**src/rtl/mult_tile_seq.sv**
```systemverilog
// Operand sequencer for the 2x2-tile multiplier mult_M: walks the 9 tiles of a 5x5 product,
// feeding lin/col and assembling mat_c plus a sticky overflow flag under start/busy/done.
module mult_tile_seq #(
  parameter int unsigned N  = 5,
  parameter int unsigned DW = 8
) (
  input  logic                clk,
  input  logic                rst,
  input  logic                start,
  input  logic [N*N*DW-1:0]   mat_a,
  input  logic [N*N*DW-1:0]   mat_b,
  output logic [2*N*DW-1:0]   lin,
  output logic [2*N*DW-1:0]   col,
  input  logic [4*DW-1:0]     n_out,
  input  logic                ovf,
  output logic                busy,
  output logic                done,
  output logic [N*N*DW-1:0]   mat_c,
  output logic                ovf_out
);

  localparam int unsigned MW = N * N * DW;
  localparam int unsigned VW = 2 * N * DW;

  typedef enum logic [1:0] {StIdle, StRun, StDone} state_e;

  state_e          state_q, state_d;
  logic [3:0]      tile_q, tile_d;
  logic [MW-1:0]   a_q, a_d, b_q, b_d, mat_c_q, mat_c_d;
  logic [VW-1:0]   lin_q, lin_d, col_q, col_d;
  logic            busy_q, busy_d, done_q, done_d, ovf_out_q, ovf_out_d;

  // Rows 2tr and 2tr+1 of m; row index N is padding and stays zero.
  function automatic logic [VW-1:0] tile_lin(input logic [MW-1:0] m, input int unsigned t);
    logic [VW-1:0] v;
    int unsigned   r;
    v = '0;
    for (int unsigned i = 0; i < 2; i++) begin
      r = 2 * (t / 3) + i;
      if (r < N) begin
        for (int unsigned k = 0; k < N; k++) begin
          v[VW-1-N*DW*i-DW*k -: DW] = m[MW-1-DW*(N*r+k) -: DW];
        end
      end
    end
    return v;
  endfunction

  // Columns 2tc and 2tc+1 of m; column index N is padding and stays zero.
  function automatic logic [VW-1:0] tile_col(input logic [MW-1:0] m, input int unsigned t);
    logic [VW-1:0] v;
    int unsigned   c;
    v = '0;
    for (int unsigned j = 0; j < 2; j++) begin
      c = 2 * (t % 3) + j;
      if (c < N) begin
        for (int unsigned k = 0; k < N; k++) begin
          v[VW-1-N*DW*j-DW*k -: DW] = m[MW-1-DW*(N*k+c) -: DW];
        end
      end
    end
    return v;
  endfunction

  // Stores the in-range bytes of a 2x2 result tile verbatim; padding bytes are dropped.
  function automatic logic [MW-1:0] tile_store(input logic [MW-1:0] c_in,
                                               input logic [4*DW-1:0] nv,
                                               input int unsigned t);
    logic [MW-1:0] v;
    int unsigned   r, c;
    v = c_in;
    for (int unsigned i = 0; i < 2; i++) begin
      for (int unsigned j = 0; j < 2; j++) begin
        r = 2 * (t / 3) + i;
        c = 2 * (t % 3) + j;
        if (r < N && c < N) begin
          v[MW-1-DW*(N*r+c) -: DW] = nv[4*DW-1-DW*(2*i+j) -: DW];
        end
      end
    end
    return v;
  endfunction

  always_comb begin
    state_d   = state_q;
    tile_d    = tile_q;
    a_d       = a_q;
    b_d       = b_q;
    lin_d     = lin_q;
    col_d     = col_q;
    mat_c_d   = mat_c_q;
    busy_d    = busy_q;
    done_d    = 1'b0;
    ovf_out_d = ovf_out_q;
    unique case (state_q)
      StIdle: begin
        if (start) begin
          a_d       = mat_a;
          b_d       = mat_b;
          lin_d     = tile_lin(mat_a, 0);
          col_d     = tile_col(mat_b, 0);
          mat_c_d   = '0;
          ovf_out_d = 1'b0;
          busy_d    = 1'b1;
          tile_d    = 4'd0;
          state_d   = StRun;
        end
      end
      StRun: begin
        mat_c_d   = tile_store(mat_c_q, n_out, 32'(tile_q));
        ovf_out_d = ovf_out_q | ovf;
        if (tile_q == 4'd8) begin
          busy_d  = 1'b0;
          done_d  = 1'b1;
          state_d = StDone;
        end else begin
          tile_d = tile_q + 4'd1;
          lin_d  = tile_lin(a_q, 32'(tile_q) + 32'd1);
          col_d  = tile_col(b_q, 32'(tile_q) + 32'd1);
        end
      end
      StDone:  state_d = StIdle;
      default: state_d = StIdle;
    endcase
  end

  always_ff @(posedge clk) begin
    if (rst) begin
      state_q   <= StIdle;
      tile_q    <= 4'd0;
      a_q       <= '0;
      b_q       <= '0;
      lin_q     <= '0;
      col_q     <= '0;
      mat_c_q   <= '0;
      busy_q    <= 1'b0;
      done_q    <= 1'b0;
      ovf_out_q <= 1'b0;
    end else begin
      state_q   <= state_d;
      tile_q    <= tile_d;
      a_q       <= a_d;
      b_q       <= b_d;
      lin_q     <= lin_d;
      col_q     <= col_d;
      mat_c_q   <= mat_c_d;
      busy_q    <= busy_d;
      done_q    <= done_d;
      ovf_out_q <= ovf_out_d;
    end
  end

  assign lin     = lin_q;
  assign col     = col_q;
  assign mat_c   = mat_c_q;
  assign busy    = busy_q;
  assign done    = done_q;
  assign ovf_out = ovf_out_q;

endmodule

```
**config.mk**
```make
export PLATFORM = sky130hd
export DESIGN_NAME = mult_tile_seq
export DESIGN_NICKNAME = d
export VERILOG_FILES = /design/src/rtl/mult_tile_seq.sv
export SDC_FILE = /design/constraint.sdc
export NUM_CORES = 2
export LEC_CHECK = 0
export CELL_PAD_IN_SITES_DETAIL_PLACEMENT = 0
export CELL_PAD_IN_SITES_GLOBAL_PLACEMENT = 1
export CORE_UTILIZATION = 44
export DETAILED_ROUTE_END_ITERATION = 6
export PLACE_DENSITY = 0.85
export SETUP_SLACK_MARGIN = 0.4
export SYNTH_ARGS = -nofsm -noshare
export SYNTH_HDL_FRONTEND = slang
export SYNTH_SLANG_ARGS = --single-unit
```
**constraint.sdc**
```tcl
create_clock -name clk -period 11.9 [get_ports clk]
set_clock_uncertainty 0.05 [all_clocks]
set_input_delay 2.38 -clock clk [delete_from_list [all_inputs] [get_ports clk]]
set_output_delay 2.38 -clock clk [all_outputs]
set_load 0.02 [all_outputs]
```
==> impl_results.md <==
- Status: complete, no violations
- Ant. Diodes: 0
- Post-CTS Hold Buffers: 0
- Synth Net Count: 6924
- Remaining antenna violation count: 0
- Fin crit share: 88.3%
- Layout area overhead: 22.7%
- First-pass GRT wire length: 324000 um
- Slew Limit Headroom: 6.85%
- Setup ws final: 1.39 ns
- Hold crit path type: flip-flop to flip-flop
- Post-CTS sizing: 0
- Setup violations, final: 0
- Bufs and invs on worst path: 11
- Vias in the first global route: 49700
- Endpoint class of the critical path: flip-flop
- Setup slack, reg-to-reg: 1.39 ns
- Sequential-to-total area share from yosys stat: 30.6%
- # port buffers: 798
- DR vias/cell: 6.34
- Count leader, synth: nand2_1
- Area contributors post-synth: dfxtp_1 (31%), nand2_1 (11%), mux2i_1 (8.9%), mux4_2 (6.5%), a21oi_1 (6.1%)
- WL per Instance: 26.1 um
- Pin count of the biggest net entering global routing: 216
- CP most frequent cell: ha_1
- Count of final hold-check violations: 0
- Slew @ Worst Pin: 1.36 ns
- Sequential Power Share: 34.9%
- Initial Util: 44.6%
- Io pins: 799
- Fraction of registers with async set/reset: 0%
- Via Count: 53400
- Final wirelength: 220000 um
- Final HPWL DP: 162000 um
- TritonCTS Buffers: 89
- CTS tree: yes
- Initial antenna violation count: 9
- Net Sw Power: 3000 uW
- Grt ovf: 0
- Post-synthesis cell area: 0.0504 mm2
- Clock Power Share: 33.8%
- Arr. time, crit path: 11.09 ns
- Fmax: 95.1 MHz
- Layout cells sized above 1: 7.14%
- Top delay family on crit path: buffers and inverters
- Fillers: 10800
- Root buffer cell: clkbuf_16
- YS warnings: 0
- Clk sink count: 769
- Final instance area: 0.0618 mm2
- RSZ-0062 raised after global routing: false
- Share of the synthesized area in the top cell type: 30.6%
- Number of synthesized flops with an enable pin: 0
- Synth top cells by count: nand2_1 (1485), dfxtp_1 (769), a21oi_1 (615)
- Gpl congestion: 1.00
- Peak supply drop: 103 uV
- Gate Count Post-Synth: 6407
- Core ar.: 0.113 mm2
- TNS Setup: 0 ns
- Placed cell areas: 0.0589 mm2
- Final min period: 10.51 ns
- Crit path required time: 12.48 ns
- CTS Buffer Depth: 3
- Critical path's largest stage delay: 0.71 ns
- Placed Cells: 8264
- Setup CP Type: flip-flop to flip-flop
- Final Slew Violations: 0
- # DRC: 0
- Yosys cell types: 116
- DIE AREA: 0.116 mm2
- Dominant synthesized flop cell: dfxtp_1
- Final core utilization: 54.7%
- Switching Share: 35.8%
- Crit path max fanout: 127
- CP max stage cell: inv_6
- Avg Inst Size Synth: 7.86 um2
- Initial DRC count: 6473
- Final net count: 7372
- GR Util All Layers: 36.3%
- Cell taking the most area after synthesis: dfxtp_1
- Die Ht: 340 um
- Pre-CTS setup slack: 0.930 ns
- Max-cap viol count: 0
- Setup bufs post-CTS: 0
- Row Count: 123
- Die width: 340 um
- Seq cells post-synth: 769
- Clock Latency Late Sink: 0.70 ns
- Max H-tree Level: 3
- Leakage power: 0.0229 uW
- First-pass DRT Iterations: 6
- Power Internal: 5380 uW
- Final cell count without fillers: 8422
- Startpoint class of the critical path: flip-flop
- Pwr dens: 136 mW/mm2
- Clk pin slew, worst setup/hold paths: 0.06 ns
- Combinational share of power: 31.3%
metal layers:
layer,wire length [um],global-route usage [%],part of all wire [%],vias up
met5,70,0,0.032,-
met1,87800,47.4,40,25700
met2,100000,58.3,46,2994
met4,11800,17.1,5.4,12
met3,19900,6.30,9.0,555
li1,-,-,-,24100
power by group through the flow:
stage	combinational, uW	clock [uW]	sequential (uW)
floorplan	1630	0	2970
global placement	2550	0	2970
detailed placement	2570	0	2970
CTS	2580	2850	2920
global route	2780	2950	2940
finish	2620	2830	2930
logic make-up (layout without fill, tap and decap cells):
family	Yosys count	count (layout)	share of synthesized area, %
adder cells (fa/ha/maj)	81	81	2.09
flip-flops	769	769	30.6
buffers and inverters	587	1102	4.67
XOR/XNOR	108	108	2.10
AO/OA/AOI/OAI	1787	1787	23.4
AND/OR/NAND/NOR	2462	2462	21.2
multiplexers	613	613	15.9
registers in the layout, summed over array words and instances, names as in the netlist:
register / count
a_q: 200
b_q: 200
mat_c: 200
col: 80
lin: 80
tile_q: 4
state_q: 2
busy: 1
done: 1
ovf_out: 1
metrics by stage:
stage	total power [uW]	hold WS (ns)
floorplan	4590	0.394
global placement	5520	0.381
detailed placement	5550	0.391
CTS	8350	0.399
global route	8670	0.426
finish	8380	0.403
final timing paths:
check                                   to  depth (start not counted)  startpoint
worst max register to register     col[49]                         30   tile_q[1]
worst min-delay path            mat_c[121]                          1  mat_c[121]
worst min register to register  mat_c[121]                          1  mat_c[121]
worst max-delay path               col[49]                         30   tile_q[1]
cell type report:
type | count | area [um2] | area share [%]
clock buffer | 119 | 2490 | 4.03
clock inverter | 39 | 429 | 0.694
inverter | 78 | 305 | 0.494
multi-input combinational | 5051 | 32800 | 53.0
sequential | 769 | 15400 | 24.9
tap | 1500 | 1880 | 3.04
timing repair buffer | 866 | 8580 | 13.9
layout by cell type (no fill, tap or decap), drive strengths merged, types with 23 or more instances in the layout:
| cell | netlist | final |
|---|---|---|
| o211ai | 38 | 38 |
| a31oi | 70 | 70 |
| and3 | 72 | 72 |
| and2 | 68 | 68 |
| ha | 76 | 76 |
| nand2 | 1486 | 1486 |
| a21oi | 616 | 616 |
| a22o | 27 | 27 |
| clkinv | 6 | 29 |
| or3 | 29 | 29 |
| a32oi | 46 | 46 |
| xnor2 | 74 | 74 |
| dfxtp | 769 | 769 |
| a2111oi | 47 | 47 |
| mux4 | 148 | 148 |
| a211oi | 168 | 168 |
| mux2i | 446 | 446 |
| a21o | 32 | 32 |
| nor2b | 34 | 34 |
| nor4 | 24 | 24 |
| nand3 | 162 | 162 |
| nor3 | 124 | 124 |
| inv | 72 | 77 |
| xor2 | 30 | 30 |
| o22ai | 42 | 42 |
| clkbuf | 370 | 119 |
| clkdlybuf4s50 | 0 | 797 |
| a221o | 60 | 60 |
| a21boi | 23 | 23 |
| nor2 | 368 | 368 |
| nand4 | 26 | 26 |
| o21ai | 335 | 335 |
| buf | 139 | 69 |
| a211o | 37 | 37 |
(Power assumes the default switching activity.)
